===== config.mk =====
export PLATFORM = sky130hd
export DESIGN_NAME = memory_arbiter
export DESIGN_NICKNAME = d
export VERILOG_FILES = /design/src/rtl/memory_arbiter.sv
export SDC_FILE = /design/constraint.sdc
export NUM_CORES = 1
export LEC_CHECK = 0
export CORE_UTILIZATION = 40
export CTS_CLUSTER_DIAMETER = 50
export DETAILED_ROUTE_END_ITERATION = 7
export PLACE_DENSITY_LB_ADDON = 0.1
export SLEW_MARGIN = 20
export SYNTH_ARGS = -nofsm -noshare
export SYNTH_HDL_FRONTEND = slang
export SYNTH_SLANG_ARGS = --single-unit

===== constraint.sdc =====
create_clock -name clk -period 1.9 [get_ports clk]
set_input_delay 0.19 -clock clk [delete_from_list [all_inputs] [get_ports clk]]
set_output_delay 0.19 -clock clk [all_outputs]
set_load 0.03 [all_outputs]

===== src/rtl/memory_arbiter.sv =====
// memory_arbiter: two-port arbiter/sequencer in front of a single-port sync-read RAM.
// Runs one full transaction at a time: IDLE -> ACCESS -> (WAIT for reads) -> RESP -> IDLE.
module memory_arbiter #(
   parameter int ADDR_W         = 9,
   parameter int DATA_W         = 32,
   parameter bit FIXED_PRIORITY = 1'b0
) (
   input  logic              clk,
   input  logic              reset_n,
   input  logic              p0_req,
   input  logic              p0_we,
   input  logic [ADDR_W-1:0] p0_addr,
   input  logic [DATA_W-1:0] p0_wdata,
   output logic              p0_ack,
   output logic [DATA_W-1:0] p0_rdata,
   input  logic              p1_req,
   input  logic              p1_we,
   input  logic [ADDR_W-1:0] p1_addr,
   input  logic [DATA_W-1:0] p1_wdata,
   output logic              p1_ack,
   output logic [DATA_W-1:0] p1_rdata,
   output logic              mem_read,
   output logic              mem_write,
   output logic [ADDR_W-1:0] mem_addr,
   output logic [DATA_W-1:0] mem_wdata,
   input  logic [DATA_W-1:0] mem_rdata,
   output logic              busy
);
   typedef enum logic [1:0] {IDLE, ACCESS, WAIT, RESP} state_t;
   state_t state_q, state_d;
   logic win_q, win_d, last_q, last_d, pick1;
   logic mem_read_q, mem_read_d, mem_write_q, mem_write_d;
   logic p0_ack_q, p0_ack_d, p1_ack_q, p1_ack_d, busy_q, busy_d;
   logic [ADDR_W-1:0] mem_addr_q, mem_addr_d;
   logic [DATA_W-1:0] mem_wdata_q, mem_wdata_d, p0_rdata_q, p0_rdata_d, p1_rdata_q, p1_rdata_d;

   // Port 1 wins alone, or on a tie when round-robin says port 0 was served last.
   assign pick1 = p1_req && (!p0_req || (!FIXED_PRIORITY && !last_q));

   always_comb begin
      state_d     = state_q;
      win_d       = win_q;
      last_d      = last_q;
      mem_read_d  = 1'b0;
      mem_write_d = 1'b0;
      mem_addr_d  = mem_addr_q;
      mem_wdata_d = mem_wdata_q;
      p0_rdata_d  = p0_rdata_q;
      p1_rdata_d  = p1_rdata_q;
      p0_ack_d    = 1'b0;
      p1_ack_d    = 1'b0;
      case (state_q)
         IDLE: if (p0_req || p1_req) begin
            state_d     = ACCESS;
            win_d       = pick1;
            mem_addr_d  = pick1 ? p1_addr : p0_addr;
            mem_wdata_d = pick1 ? p1_wdata : p0_wdata;
            mem_write_d = pick1 ? p1_we : p0_we;
            mem_read_d  = !mem_write_d;
         end
         // The registered write strobe doubles as the latched we of the granted request.
         ACCESS: begin
            state_d  = mem_write_q ? RESP : WAIT;
            p0_ack_d = mem_write_q && !win_q;
            p1_ack_d = mem_write_q && win_q;
         end
         WAIT: begin
            state_d    = RESP;
            p0_rdata_d = win_q ? p0_rdata_q : mem_rdata;
            p1_rdata_d = win_q ? mem_rdata : p1_rdata_q;
            p0_ack_d   = !win_q;
            p1_ack_d   = win_q;
         end
         default: begin
            state_d = IDLE;
            last_d  = win_q;
         end
      endcase
      busy_d = state_d != IDLE;
   end

   always_ff @(posedge clk or negedge reset_n) begin
      if (!reset_n) begin
         state_q     <= IDLE;
         win_q       <= 1'b0;
         last_q      <= 1'b1;
         mem_read_q  <= 1'b0;
         mem_write_q <= 1'b0;
         mem_addr_q  <= '0;
         mem_wdata_q <= '0;
         p0_rdata_q  <= '0;
         p1_rdata_q  <= '0;
         p0_ack_q    <= 1'b0;
         p1_ack_q    <= 1'b0;
         busy_q      <= 1'b0;
      end else begin
         state_q     <= state_d;
         win_q       <= win_d;
         last_q      <= last_d;
         mem_read_q  <= mem_read_d;
         mem_write_q <= mem_write_d;
         mem_addr_q  <= mem_addr_d;
         mem_wdata_q <= mem_wdata_d;
         p0_rdata_q  <= p0_rdata_d;
         p1_rdata_q  <= p1_rdata_d;
         p0_ack_q    <= p0_ack_d;
         p1_ack_q    <= p1_ack_d;
         busy_q      <= busy_d;
      end
   end

   assign p0_ack    = p0_ack_q;
   assign p1_ack    = p1_ack_q;
   assign p0_rdata  = p0_rdata_q;
   assign p1_rdata  = p1_rdata_q;
   assign mem_read  = mem_read_q;
   assign mem_write = mem_write_q;
   assign mem_addr  = mem_addr_q;
   assign mem_wdata = mem_wdata_q;
   assign busy      = busy_q;
endmodule

==> results.md <==
- Status: completed
- Worst path slowest cell: clkdlybuf4s50_1
- Final-report hold violation count: 0
- WL final: 12,330 µm
- Routed met1 length: 4734 µm
- CTS tree: done
- Hold Path Class: input pin to flip-flop
- Starting density of the core: 40.97%
- Syn_area_per_cell: 11.85 µm²
- Largest net degree at the start of global routing: 115
- Largest fanout on the critical path: 3
- Post-synth top flop: dfrtp_1
- Reg2reg end: p0_rdata[22]
- Antenna Nets Post-Route: 0
- WP buf/inv: 1
- Final instance area: 7795 µm²
- Die Area: 12,080 µm²
- Global placer's final weighted congestion: 0.7248
- Crit end category: output port
- Critical path, cell by cell: clkdlybuf4s50_1
- Reg clk slew, reported paths: 0.05 ns
- Hold path depth: 3
- Worst-Margin Slew: 0.6189 ns
- Starting DRT DRC Count: 128
- CP startpoint: mem_write
- GRT Util Overall: 21.00%
- DRC violations left: 0
- First-pass GRT wire length: 18,930 µm
- Max clock buf depth: 2
- Static Leak: 3.304 nW
- Peak per-stage delay on the critical path: 0.71 ns
- Worst skew pair latency: 0.41 ns
- Post-CTS Hold Fix Bufs: 1
- Post-CTS Resized: 0
- Buffers on Ports: 229
- Highest metal used: met4
- Count of final setup violators: 0
- Post-synth top area share: 60.70%
- Met3 WL post-DR: 1060 µm
- Core box area: 11,370 µm²
- Fin nets: 753
- Top-count cell post-synth: dfrtp_1
- Dpl cell area: 7132 µm²
- Initial antenna violation count: 0
- Mapped Cells: 393
- Post-synth EDFFs: 0
- Number of buffers created by CTS: 17
- Ranking of synthesized cells by area: dfrtp_1, mux2_2, a21oi_1, nand2_1, nor2_1
- Fin crit share: 87.75%
- I/O pin total: 230
- Layout cell share with drive strength beyond 1: 17.45%
- Slew headroom: 58.74%
- TritonRoute pass-1 iters: 4
- Final Max Tran Viols: 0
- Antenna diodes: 0
- CTS H-Tree Depth: 4
- Asr flop ratio synth: 100.0%
- Syn nets: 517
- Pwr dens: 2022 nW/µm²
- Die width: 109.9 µm
- RSZ-0062 raised after global routing: no
- Yosys warns: 0
- Cell taking the most area after synthesis: dfrtp_1
- Grt ovf: 0
- Post-route setup TNS: 0 ns
- R2R setup slack: 0.27 ns
- Yosys reg bits: 114
- DR WL met2: 6370 µm
- Dpl hpwl: 8689 µm
- Critical Path RT: 1.71 ns
- Crit-path leading delay family: buffers and inverters
- CP startpoint kind: flip-flop
- Hold Startpoint: p0_wdata[27]
- CTS root buffer: clkbuf_16
- Post-Synthesis Cell Area: 4658 µm²
- Fmax: 0.5998 GHz
- Peak VDD IR: 0.001142 V
- Kind of critical path: flip-flop to output port
- Post-DR vias/cell: 4.954
- Minimum clock period: 1.667 ns
- Maxcap violations: 0
- Vias: 3,889
- Area growth from synthesis to layout: 67.34%
- Clock skew: 0.009066 ns
- Yosys cell types: 27
- Rows: 39
- R2r worst-path depth: 5
- WL per Instance: 15.71 µm
- Min-Delay Endpoint: mem_wdata[27]
- Chip Height: 109.9 µm
- Vias in the first global route: 3,908
- CTS sink count: 114
- Critical Path AT: 1.48 ns
- Setup Buffers After CTS: 0
- Synth top cells by count: dfrtp_1, a21oi_1, mux2_2
- Proportion of synthesized chip area in sequential cells: 61.27%
- Worst r2r src: state_q[0]
-- routing by layer --
layer  global-route usage, %  up-vias
met5                       0        -
met4                   8.000        0
met3                   8.062       16
met2                   36.34      150
met1                   23.24     1910
li1                        -     1813
-- where the power goes --
part | switching, mW | internal (mW) | total, mW
Combinational | 4.35 | 3.61 | 7.96
Clock | 1.04 | 2.42 | 3.46
Sequential | 0.641 | 3.69 | 4.33
-- flip-flops by register name, summed over array words and instances, names as in the netlist --
signal     cells
p0_rdata      32
busy           1
last_q         1
mem_addr       9
win_q          1
p1_ack         1
p0_ack         1
state_q        2
mem_wdata     32
mem_write      1
p1_rdata      32
mem_read       1
-- layout make-up --
| cell class | instances | area, µm² |
|---|---|---|
| Sequential cell | 114 | 2854 |
| Timing Repair Buffer | 242 | 2452 |
| Multi-Input combinational cell | 252 | 1649 |
| Clock buffer | 22 | 474.2 |
| Clock inverter | 10 | 178.9 |
| Tap cell | 143 | 178.9 |
| Fill cell | 888 | 3575 |
| Inverter | 2 | 7.507 |
-- logic make-up after synthesis --
logic type	count (synthesis)	share of synthesized area [%]
flip-flops	114	61.27
AND/OR/NAND/NOR	92	7.709
AO/OA/AOI/OAI	90	10.37
multiplexers	66	15.93
buffers and inverters	27	3.653
adder cells (fa/ha/maj)	4	1.074
-- cell usage in the layout, fill, tap and decap left out, drive strengths merged --
cell           netlist  layout
nor2b                1       1
a21boi               1       1
or2                  1       1
dfstp                1       1
nand2b               1       1
nand2               43      43
ha                   4       4
clkbuf               1      22
and3                 1       1
a21o                 1       1
o22ai                1       1
clkinv               0       5
nor2                43      43
clkdlybuf4s50        0     228
buf                 24      13
a21bo                1       1
dlygate4sd3          0       1
o21ai                1       1
mux2i                1       1
and2                 1       1
dfrtp              113     113
inv                  2       2
bufinv               0       5
nor3                 1       1
mux2                65      65
a21oi               83      83
o21a                 1       1
a22o                 1       1
-- stage by stage --
stage | cells | power, mW | utilization (%) | hold WS (ns) | worst slack [ns]
finish | 785 | 15.76 | 68.56 | 0.3230 | 0.2327
global route | 785 | 16.62 | 68.56 | 0.3148 | 0.1310
CTS | 785 | 15.93 | 68.56 | 0.3063 | 0.1988
detailed placement | 752 | 12.40 | 62.73 | 0.3305 | 0.1769
global placement | 752 | 12.21 | 62.73 | 0.3263 | 0.2761
floorplan | 393 | 9.011 | - | -0.1056 | 0.3556
-- how the worst max path moves through the flow --
stage,to,slack [ns],cells past startpoint
after floorplan,p0_rdata[10],0.36,6
after global placement,mem_wdata[19],0.28,5
after detailed placement,mem_wdata[20],0.18,5
after CTS,mem_write,0.20,1
after global routing,mem_wdata[28],0.13,6
final,mem_write,0.23,1
No activity file was read; power rests on OpenSTA's default activity.
